`src/rtl/mc_controller.sv`:
```
// Multicycle RISC-V control unit: instruction-sequencing FSM plus ALU and immediate decoders.
// Enables and selects are decoded from the current state; write enables are masked during reset.
module mc_controller #(
    parameter bit HALT_ON_ILLEGAL = 1'b1
) (
    input  logic       clk,
    input  logic       reset,
    input  logic [6:0] op,
    input  logic [2:0] funct3,
    input  logic       funct7b5,
    input  logic       zero,
    output logic       PCWrite,
    output logic       AdrSrc,
    output logic       IRWrite,
    output logic       RegWrite,
    output logic       MemWrite,
    output logic [1:0] ResultSrc,
    output logic [1:0] ALUSrcA,
    output logic [1:0] ALUSrcB,
    output logic [1:0] ImmSrc,
    output logic [2:0] ALUControl,
    output logic [3:0] State,
    output logic       Illegal
);

    localparam logic [6:0] OP_LW  = 7'b0000011;
    localparam logic [6:0] OP_SW  = 7'b0100011;
    localparam logic [6:0] OP_R   = 7'b0110011;
    localparam logic [6:0] OP_I   = 7'b0010011;
    localparam logic [6:0] OP_BEQ = 7'b1100011;
    localparam logic [6:0] OP_JAL = 7'b1101111;

    typedef enum logic [3:0] {
        S_FETCH    = 4'd0,
        S_DECODE   = 4'd1,
        S_MEMADR   = 4'd2,
        S_MEMREAD  = 4'd3,
        S_MEMWB    = 4'd4,
        S_MEMWRITE = 4'd5,
        S_EXECR    = 4'd6,
        S_EXECI    = 4'd7,
        S_ALUWB    = 4'd8,
        S_BEQ      = 4'd9,
        S_JAL      = 4'd10,
        S_HALT     = 4'd11
    } state_t;

    state_t     state;
    state_t     state_next;
    logic [1:0] alu_op;

    always_ff @(posedge clk) begin
        if (reset) state <= S_FETCH;
        else       state <= state_next;
    end

    // Next-state and per-state datapath controls.
    always_comb begin
        state_next = state;
        PCWrite    = 1'b0;
        AdrSrc     = 1'b0;
        IRWrite    = 1'b0;
        RegWrite   = 1'b0;
        MemWrite   = 1'b0;
        ResultSrc  = 2'b00;
        ALUSrcA    = 2'b00;
        ALUSrcB    = 2'b00;
        alu_op     = 2'b00;
        case (state)
            S_FETCH: begin
                state_next = S_DECODE;
                IRWrite    = 1'b1;
                ALUSrcB    = 2'b10;
                ResultSrc  = 2'b10;
                PCWrite    = 1'b1;
            end
            S_DECODE: begin
                ALUSrcA = 2'b01;
                ALUSrcB = 2'b01;
                case (op)
                    OP_LW, OP_SW: state_next = S_MEMADR;
                    OP_R:         state_next = S_EXECR;
                    OP_I:         state_next = S_EXECI;
                    OP_BEQ:       state_next = S_BEQ;
                    OP_JAL:       state_next = S_JAL;
                    default:      state_next = HALT_ON_ILLEGAL ? S_HALT : S_FETCH;
                endcase
            end
            S_MEMADR: begin
                state_next = (op == OP_LW) ? S_MEMREAD : S_MEMWRITE;
                ALUSrcA    = 2'b10;
                ALUSrcB    = 2'b01;
            end
            S_MEMREAD: begin
                state_next = S_MEMWB;
                AdrSrc     = 1'b1;
            end
            S_MEMWB: begin
                state_next = S_FETCH;
                ResultSrc  = 2'b01;
                RegWrite   = 1'b1;
            end
            S_MEMWRITE: begin
                state_next = S_FETCH;
                AdrSrc     = 1'b1;
                MemWrite   = 1'b1;
            end
            S_EXECR: begin
                state_next = S_ALUWB;
                ALUSrcA    = 2'b10;
                alu_op     = 2'b10;
            end
            S_EXECI: begin
                state_next = S_ALUWB;
                ALUSrcA    = 2'b10;
                ALUSrcB    = 2'b01;
                alu_op     = 2'b10;
            end
            S_ALUWB: begin
                state_next = S_FETCH;
                RegWrite   = 1'b1;
            end
            S_BEQ: begin
                state_next = S_FETCH;
                ALUSrcA    = 2'b10;
                alu_op     = 2'b01;
                PCWrite    = zero;
            end
            S_JAL: begin
                state_next = S_ALUWB;
                ALUSrcA    = 2'b01;
                ALUSrcB    = 2'b10;
                PCWrite    = 1'b1;
            end
            S_HALT:  state_next = S_HALT;
            default: state_next = S_FETCH;
        endcase
        // Architectural writes must not fire while reset is held.
        if (reset) begin
            PCWrite  = 1'b0;
            IRWrite  = 1'b0;
            RegWrite = 1'b0;
            MemWrite = 1'b0;
        end
    end

    always_comb begin
        ALUControl = 3'b000;
        case (alu_op)
            2'b01: ALUControl = 3'b001;
            2'b10: begin
                case (funct3)
                    3'b000:  ALUControl = (op[5] & funct7b5) ? 3'b001 : 3'b000;
                    3'b010:  ALUControl = 3'b101;
                    3'b110:  ALUControl = 3'b011;
                    3'b111:  ALUControl = 3'b010;
                    default: ALUControl = 3'b000;
                endcase
            end
            default: ALUControl = 3'b000;
        endcase
    end

    always_comb begin
        case (op)
            OP_SW:   ImmSrc = 2'b01;
            OP_BEQ:  ImmSrc = 2'b10;
            OP_JAL:  ImmSrc = 2'b11;
            default: ImmSrc = 2'b00;
        endcase
    end

    assign State   = state;
    assign Illegal = (state == S_HALT);

endmodule

```
`config.mk`:
```
export PLATFORM = sky130hd
export DESIGN_NAME = mc_controller
export DESIGN_NICKNAME = d
export VERILOG_FILES = /design/src/rtl/mc_controller.sv
export SDC_FILE = /design/constraint.sdc
export NUM_CORES = 1
export LEC_CHECK = 0
export BUFFER_PORTS_ARGS = -buffer_cell sky130_fd_sc_hd__clkbuf_2
export CAP_MARGIN = 30
export CORE_MARGIN = 2
export CORE_UTILIZATION = 41
export CTS_BUF_LIST = sky130_fd_sc_hd__clkbuf_16
export DETAILED_ROUTE_END_ITERATION = 10
export HOLD_SLACK_MARGIN = 0.1
export PLACE_DENSITY = 0.77
export RECOVER_POWER = 50
export SLEW_MARGIN = 25
export SYNTH_ARGS = -nofsm -noshare
export SYNTH_HDL_FRONTEND = slang
export SYNTH_SLANG_ARGS = --single-unit
```
`constraint.sdc`:
```
create_clock -name clk -period 1.6 [get_ports clk]
set_input_delay 0.16 -clock clk [delete_from_list [all_inputs] [get_ports clk]]
set_output_delay 0.16 -clock clk [all_outputs]
set_load 0.02 [all_outputs]
```
==> summary.txt, run 1 <==
Run status
  • Outcome: complete, but fails checks
  • Failing checks: setup timing

Clock tree
  • CTS Sinks: 4
  • Root buffer cell: clkbuf_16
  • Max clock buf depth: 2
  • Clock transition at the registers of the reported paths: 0.03 ns
  • Worst skew pair latency: 0.23 ns
  • CTS tree: built
  • H-tree Lvls: 1
  • Hold_buf cts: 0
  • Num CTS Buffers: 3

Critical path
  • CP peak stage delay: 0.35 ns
  • Maximum fanout along the worst path: 3
  • Arr. time, crit path: 1.57 ns
  • CP startpoint kind: flip-flop
  • Worst Path Required: 1.44 ns
  • Critical path, cell by cell: nand2b_4, nor2_4, buf_6, ha_4, nand2_4, nor4_4, buf_4
  • Critical path's slowest cell: dfxtp_4
  • Crit end category: primary output
  • Critical path class: reg -> out

Hold path
  • Worst Hold Class: in -> reg

Synthesis
  • Synth Area in Compound Gates: 20.8%
  • Netlist Area Pre-Place: 567 µm²
  • Mux cell area share after synthesis: 0%
  • Post-synth top cells: 11 x nor2_1, 6 x nand2_1, 6 x nor3_1, 5 x a21oi_1, 5 x nor4_1
  • Async SR Flop Fraction: 0%
  • Simple-Gate Fraction of Synth Area: 44.8%
  • Largest family of logic cells by synthesized area: simple AND/OR/NAND/NOR gates
  • Dominant cells by area after synthesis: dfxtp_1 14%, nor2_1 7.3%, nor4_1 5.5%, nor3_1 5.3%, a21oi_1 4.4%
  • Post-Syn Instances: 85
  • Syn Area/Cell: 6.67 µm²
  • Post-synthesis cell type count: 34
  • Top cell type by total area after synthesis: dfxtp_1
  • Register area share after synthesis: 14.1%
  • Post-synth EDFFs: 0
  • #FFs+latches synth: 4
  • Syn nets: 101
  • Synth top area share: 14.1%
  • Post-synth top flop: dfxtp_1
  • Cell with the most instances after synthesis: nor2_1
  • Ys Warns: 0
  • XOR/XNOR share of the synthesized area: 4.64%
  • Post-synthesis adder-cell area fraction: 6.18%

Power and ir drop
  • Power Internal: 1.12 mW
  • Sw Ratio: 48.0%
  • VDD IR max: 0.000880 V
  • Lkg Pwr: 0.497 nW
  • PwrDens: 1950 nW/µm²
  • Total power draw: 2.16 mW
  • Combinational Power Share: 69.4%
  • Seq pwr share: 11.2%
  • Clock power share: 19.5%
  • Switching power: 1.04 mW

Floorplan
  • Chip width: 41.2 µm
  • Die area: 1700 µm²
  • Die height: 41.2 µm
  • FP Rows: 13
  • Core footprint: 1300 µm²
  • Starting Density: 43.6%
  • IO Pins: 35

Final layout
  • Final nets: 151
  • Final core occ: 85.3%
  • Area Growth Syn to Fin: 95.8%
  • Max reg flops: 4
  • Layout cells sized above 1: 58.2%
  • N_diodes: 0

Global route
  • Largest net degree at the start of global routing: 17
  • GR Overflow Total: 0
  • Initial antenna violation count: 0
  • Vias in the first global route: 749
  • GRT Total Usage: 30.0%
  • First-pass GRT wire length: 3330 µm

Routing
  • Final wirelength: 2400 µm
  • Wirelength per Cell: 16.1 µm
  • Vias/cell: 5.79
  • Residual DRC: 0
  • Initial DRC Count: 24
  • Vias: 862
  • First-pass DRT Iterations: 4
  • Post-route ant nets: 0

STA
  • Final Hold Vio Count: 0
  • Endpoints failing setup: 5
  • Final worst path period share: 108%
  • Max Fclk: 0.577 GHz
  • Final min period: 1.73 ns
  • PnR worst setup slack: -0.133 ns
  • Worst Clk Skew: 0.00115 ns
  • Max-slew headroom: 79.8%
  • Pins Over Slew Limit: 0
  • RSZ-0062 raised after global routing: true
  • Slew @ Worst Pin: 0.299 ns

Placed design
  • Routability cong.: 0.828
  • Buffers on Ports: 34
  • Post-DP HPWL: 1340 µm

Job
  • Max-cap violations: 0
worst paths after layout:
kind            start            end  slack (ns)  depth (start not counted)
min             reset       State[1]        0.23                          2
max          State[3]  ALUControl[2]       -0.13                          7
max reg2reg  State[0]       State[1]        0.12                          5
min reg2reg  State[1]       State[0]        0.69                          2
stage by stage:
step                setup TNS (ns)  hold WS (ns)  std cells  worst slack, ns  instance area [µm²]
finish                      -0.459         0.225        149           -0.133                 1110
global route                -0.793         0.251        149           -0.211                 1110
CTS                         -0.393         0.200        146           -0.112                 1050
detailed placement               0         0.432        133           0.0644                  818
global placement                 0         0.427        133           0.0835                  818
floorplan                   -0.177         0.219         85           -0.100                  639
what timing repair did:
item,in CTS,in global routing
hold endpoints to repair,0,0
setup buffers,9,3
resized for setup,23,18
setup endpoints to repair,7,11
pin swaps,8,4
power groups by stage:
stage | Sequential (mW) | Combinational (mW) | Clock [mW]
after global placement | 0.188 | 1.18 | 0
after floorplan | 0.245 | 0.842 | 0
final | 0.241 | 1.50 | 0.420
after global routing | 0.244 | 1.61 | 0.427
after detailed placement | 0.190 | 1.19 | 0
after CTS | 0.217 | 1.36 | 0.400
placed cells by master (no fill, tap or decap), types with 3 or more instances in the layout:
cell	count
a21oi_1	5
buf_6	5
nand3_1	4
o21ai_0	3
inv_2	3
dfxtp_4	3
nand2_1	4
a211oi_1	3
nor2_1	9
clkbuf_16	3
buf_4	17
inv_1	3
clkbuf_2	24
nor4_1	3
nor3_1	4
per-layer routing:
metal	vias up	share of wire (%)	GRT usage (%)	wire (µm)
met5	-	0	0	0
met4	0	1.7	17.7	40
met2	52	50	50.4	1210
met3	6	8.0	7.07	191
met1	394	40	34.1	961
li1	410	-	-	-
layout make-up:
type | count | area, µm²
clock buffer | 3 | 75.1
fill | 70 | 191
tap | 15 | 18.8
clock inverter | 1 | 3.75
inverter | 5 | 18.8
timing repair buffer | 51 | 337
multi-input combinational | 70 | 564
sequential | 4 | 92.6
cell families after synthesis:
group	count (synthesis)
buffers and inverters	11
and+or+nand+nor	47
xor gates and xnor gates	3
DFF	4
adders and majority gates	3
AOI/OAI and AO/OA	17
critical path: cells and delay by family (launching register included):
family | cells | cell delay, ns
DFF | 1 | 0.35
and+or+nand+nor | 4 | 0.55
buffers and inverters | 2 | 0.29
adders and majority gates | 1 | 0.15
Note: power is estimated with default switching activity, not from simulation.
==> inputs of run 2 (changes only) <==
--- a/config.mk
+++ b/config.mk
@@ -5,6 +5,7 @@
 export SDC_FILE = /design/constraint.sdc
 export NUM_CORES = 1
 export LEC_CHECK = 0
+export ABC_AREA = 1
 export BUFFER_PORTS_ARGS = -buffer_cell sky130_fd_sc_hd__clkbuf_2
 export CAP_MARGIN = 30
 export CORE_MARGIN = 2
@@ -12,7 +13,7 @@
 export CTS_BUF_LIST = sky130_fd_sc_hd__clkbuf_16
 export DETAILED_ROUTE_END_ITERATION = 10
 export HOLD_SLACK_MARGIN = 0.1
-export PLACE_DENSITY = 0.77
+export PLACE_DENSITY = 0.78
 export RECOVER_POWER = 50
 export SLEW_MARGIN = 25
 export SYNTH_ARGS = -nofsm -noshare
==> summary.txt, run 2 <==
Run status
  • Outcome: complete, but fails checks
  • Failing checks: setup timing

Power and ir drop
  • PwrDens: 1200 nW/µm²
  • VDD IR max: 0.000844 V
  • Lkg Pwr: 0.555 nW

Synthesis
  • Syn Area/Cell: 5.59 µm²
  • Register area share after synthesis: 14.5%
  • Top cell type by total area after synthesis: nand2_1
  • Syn nets: 115
  • Async SR Flop Fraction: 0%
  • Post-synthesis cell type count: 21
  • #FFs+latches synth: 4
  • Ys Warns: 0
  • Post-Syn Instances: 99
  • Post-synth top flop: dfxtp_1
  • Synth top area share: 16.3%
  • Dominant cells by area after synthesis: nand2_1 16%, dfxtp_1 14%, inv_1 12%, nor2_1 12%, a21oi_1 7.2%
  • Cell with the most instances after synthesis: nand2_1
  • Netlist Area Pre-Place: 553 µm²
  • Post-synth top cells: 24 x nand2_1, 18 x inv_1, 18 x nor2_1, 8 x a21oi_1, 5 x nor2_2
  • Post-synth EDFFs: 0

Final layout
  • Area Growth Syn to Fin: 93.0%
  • Final nets: 171
  • Final Instance Area: 1070 µm²
  • Layout cells sized above 1: 52.6%
  • Fill cell count: 82
  • N_diodes: 0
  • Most frequent cells in the layout: 21 x nand2_1, 21 x clkbuf_2, 16 x nor2_1, 16 x buf_4, 13 x inv_1
  • Max reg flops: 4

Clock tree
  • Worst skew pair latency: 0.23 ns
  • Num CTS Buffers: 3
  • Clock transition at the registers of the reported paths: 0.03 ns
  • CTS tree: built
  • H-tree Lvls: 1
  • CTS Sinks: 4
  • Max clock buf depth: 2
  • Root buffer cell: clkbuf_16
  • Hold_buf cts: 0

STA
  • PnR worst setup slack: -0.197 ns
  • Final Hold Vio Count: 0
  • Hold slack: 0.220 ns
  • Final worst path period share: 112%
  • Slew @ Worst Pin: 0.299 ns
  • Final min period: 1.80 ns
  • Max-slew headroom: 80.0%
  • Max Fclk: 0.557 GHz
  • RSZ-0062 raised after global routing: true
  • Worst Clk Skew: 0.00160 ns
  • Endpoints failing setup: 9
  • Pins Over Slew Limit: 0

Hold path
  • Worst Hold Class: in -> reg
  • Hold Startpoint: reset

Routing
  • Final wirelength: 2280 µm
  • First-pass DRT Iterations: 4
  • Initial DRC Count: 16
  • Vias: 847
  • Residual DRC: 0
  • Wirelength per Cell: 13.5 µm
  • Post-route ant nets: 0
  • Vias/cell: 5.01

Placed design
  • Routability cong.: 0.848
  • Post-DP HPWL: 1370 µm
  • Setup WS pre-CTS: -0.0101 ns
  • Buffers on Ports: 34
  • DP Area: 845 µm²

Floorplan
  • Die height: 40.7 µm
  • Die area: 1660 µm²
  • IO Pins: 35
  • Chip width: 40.7 µm
  • Core footprint: 1280 µm²
  • FP Rows: 13
  • Starting Density: 43.0%

Global route
  • First-pass GRT wire length: 2820 µm
  • GR Overflow Total: 0
  • Initial antenna violation count: 0
  • Largest net degree at the start of global routing: 8
  • GRT Total Usage: 26.3%
  • Vias in the first global route: 725

Critical path
  • Arr. time, crit path: 1.64 ns
  • Critical Path Source: State[2]
  • Worst Path Required: 1.44 ns
  • Critical path class: reg -> out
  • Worst reg2reg path startpoint: State[2]
  • Maximum fanout along the worst path: 3
  • Crit end category: primary output
  • CP startpoint kind: flip-flop

Job
  • Max-cap violations: 0
[run 2: per-stage QoR]
stage               utilization (%)  instances  power [mW]  setup TNS [ns]
detailed placement             65.7        156       0.754         -0.0157
floorplan                         -         99       0.547               0
finish                         83.1        169        1.28          -0.813
CTS                            77.7        165        1.20          -0.427
global route                   83.1        169        1.34           -1.44
global placement               65.7        156       0.743               0
[run 2: repair_timing]
| action | CTS | global route |
|---|---|---|
| endpoints found under the setup margin | 3 | 7 |
| buffers inserted | 5 | 6 |
| resized for setup | 15 | 26 |
| pin swaps | 4 | 12 |
[run 2: worst paths after layout]
| path | to | slack, ns | cells after the start |
|---|---|---|---|
| worst min-delay path | State[0] | 0.22 | 2 |
| worst max-delay path | ALUControl[2] | -0.20 | 9 |
| worst min register to register | State[3] | 0.73 | 3 |
| worst max register to register | State[2] | 0.14 | 7 |
[run 2: worst max-delay path: stages (launching register included)]
cell     delay (ns)
dfxtp_4        0.35
inv_4          0.04
nor2_4         0.09
inv_2          0.06
nor2_4         0.12
ha_4           0.16
nand2_2        0.05
buf_6          0.12
nor4_4         0.24
buf_4          0.17
[run 2: cell type report]
class	instances	area [µm²]	area share, %
Clock buffer	3	75.1	7.03
Clock inverter	1	3.75	0.352
Inverter	21	88.8	8.32
Sequential cell	4	90.1	8.44
Multi-Input combinational cell	73	453	42.4
Tap cell	15	18.8	1.76
Timing Repair Buffer	52	338	31.7
[run 2: power breakdown]
part / switching (mW) / internal, mW
clock network: 0.0846 / 0.324
registers: 0.0283 / 0.126
logic: 0.436 / 0.280
total: 0.549 / 0.730
[run 2: metal layers]
metal,GRT usage [%],vias to the layer above,wire [µm]
met4,12.5,0,46
li1,-,417,-
met5,0,-,0
met3,3.26,7,111
met2,50.8,34,1270
met1,27.4,389,853
[run 2: kinds of logic (layout without fill, tap and decap cells)]
family,after synthesis,in the layout,share of synthesized area [%]
AND/OR/NAND/NOR,60,60,52.9
buffers and inverters,22,77,17.2
AO/OA/AOI/OAI,11,11,10.9
flip-flops,4,4,14.5
adder cells (fa/ha/maj),2,2,4.52
==> inputs of run 3 (changes only) <==
==> constraint.sdc (replaced) <==
create_clock -name clk -period 1.6 [get_ports clk]
set_input_delay 0.16 -clock clk [delete_from_list [all_inputs] [get_ports clk]]
set_output_delay 0.16 -clock clk [all_outputs]
set_load 0.05 [all_outputs]
==> summary.txt, run 3 (synthesis gave the netlist of run 2 again) <==
Run status
  • Outcome: complete, but fails checks
  • Failing checks: setup timing

Power and ir drop
  • PwrDens: 1350 nW/µm²
  • VDD IR max: 0.00155 V
  • Total power draw: 1.53 mW
  • Lkg Pwr: 0.581 nW

Final layout
  • Layout cells sized above 1: 55.6%
  • Multi-input gate area: 498 µm²
  • Most frequent cells in the layout: 20 x nand2_1, 20 x clkbuf_2, 17 x buf_4
  • Post-Layout Cell Count: 168
  • Final nets: 171
  • Seq. cell area: 95.1 µm²
  • Area Growth Syn to Fin: 105%
  • N_diodes: 0
  • Max reg flops: 4
  • Fill cell count: 67

Critical path
  • Critical path, cell by cell: inv_4, nor2_4, inv_2, nor2_4, inv_2, ha_4, nor4_4, buf_8
  • Critical path's top delay family: simple AND/OR/NAND/NOR gates
  • Crit path buf inv count: 4
  • Reg2reg setup slack: 0.10 ns
  • Critical path class: reg -> out
  • Critical path's slowest cell: dfxtp_4
  • Worst Path Required: 1.44 ns
  • CP peak stage delay: 0.35 ns
  • CP startpoint kind: flip-flop
  • Arr. time, crit path: 1.69 ns
  • Crit end category: primary output
  • Maximum fanout along the worst path: 3

STA
  • Pins Over Slew Limit: 0
  • Max Fclk: 0.539 GHz
  • Endpoints failing setup: 11
  • Total negative slack: -1.51 ns
  • PnR worst setup slack: -0.254 ns
  • Worst Clk Skew: 0.00187 ns
  • Slew @ Worst Pin: 0.611 ns
  • Max-slew headroom: 59.4%
  • Final worst path period share: 116%
  • Final min period: 1.85 ns
  • Final Hold Vio Count: 0
  • RSZ-0062 raised after global routing: true

Routing
  • Final wirelength: 2350 µm
  • Wirelength per Cell: 14.0 µm
  • Initial DRC Count: 29
  • Vias: 902
  • First-pass DRT Iterations: 5
  • Residual DRC: 0
  • Vias/cell: 5.37
  • Post-route ant nets: 0

Floorplan
  • IO Pins: 35
  • Die area: 1660 µm²
  • FP Rows: 13
  • Chip width: 40.7 µm
  • Starting Density: 43.0%
  • Core footprint: 1280 µm²
  • Die height: 40.7 µm

Placed design
  • Buffers on Ports: 34
  • Inst Count DP: 159
  • Post-DP HPWL: 1360 µm
  • Setup WS pre-CTS: -0.0817 ns
  • Routability cong.: 0.821

Clock tree
  • Num CTS Buffers: 3
  • Clock transition at the registers of the reported paths: 0.03 ns
  • Worst skew pair latency: 0.22 ns
  • Hold_buf cts: 0
  • CTS Sinks: 4
  • Root buffer cell: clkbuf_16
  • H-tree Lvls: 1
  • CTS tree: built
  • Max clock buf depth: 2

Job
  • Max-cap violations: 0

Global route
  • GRT Total Usage: 24.5%
  • Largest net degree at the start of global routing: 8
  • Vias in the first global route: 715
  • First-pass GRT wire length: 2750 µm
  • Initial antenna violation count: 0
  • GR Overflow Total: 0

Hold path
  • Worst Hold Class: in -> reg
[run 3: layer usage]
| metal | GRT usage (%) | vias up | wire length, µm |
|---|---|---|---|
| met5 | 0 | - | 0 |
| met3 | 3.80 | 4 | 154 |
| met4 | 4.17 | 0 | 14 |
| li1 | - | 416 | - |
| met2 | 50.4 | 55 | 1300 |
| met1 | 25.6 | 427 | 882 |
[run 3: worst register-to-register path, cell delays in order, from the launching register on]
cell and delay, ns:
dfxtp_4 0.35, buf_6 0.12, nor2_1 0.27, inv_1 0.16
nor2_4 0.14, buf_4 0.12, nand3_1 0.08, nand2_1 0.09
nand2_1 0.05, inv_1 0.05
[run 3: worst paths after layout]
| kind | startpoint | to | cells after the start |
|---|---|---|---|
| setup / recovery | State[2] | ALUControl[2] | 8 |
| hold / removal | reset | State[0] | 2 |
| setup reg to reg | State[3] | State[1] | 9 |
| hold reg to reg | State[1] | State[3] | 3 |
[run 3: where the power goes]
part           switching [mW]  leakage (nW)  total [mW]  internal [mW]
clock network          0.0646        0.0370       0.383          0.319
registers              0.0282        0.0356       0.156          0.128
logic                   0.677         0.509       0.994          0.317
total                   0.770         0.581        1.53          0.764
[run 3: metrics by stage]
| stage | hold WS, ns | cell area (µm²) | util [%] |
|---|---|---|---|
| finish | 0.238 | 1130 | 88.1 |
| detailed placement | 0.464 | 892 | 69.4 |
| global route | 0.252 | 1130 | 88.1 |
| CTS | 0.238 | 1060 | 82.5 |
| floorplan | 0.219 | 624 | - |
| global placement | 0.464 | 892 | 69.4 |
[run 3: repair_timing]
item | in CTS | in global routing
setup buffers | 3 | 3
pin swaps | 5 | 7
endpoints found under the setup margin | 6 | 11
gates resized for setup | 20 | 24
[run 3: area by class of cell]
type,instances,share of cell area (%)
Tap cell,15,1.66
Multi-Input combinational cell,73,44.0
Timing Repair Buffer,52,31.7
Sequential cell,4,8.40
Inverter,21,7.62
Clock buffer,3,6.63
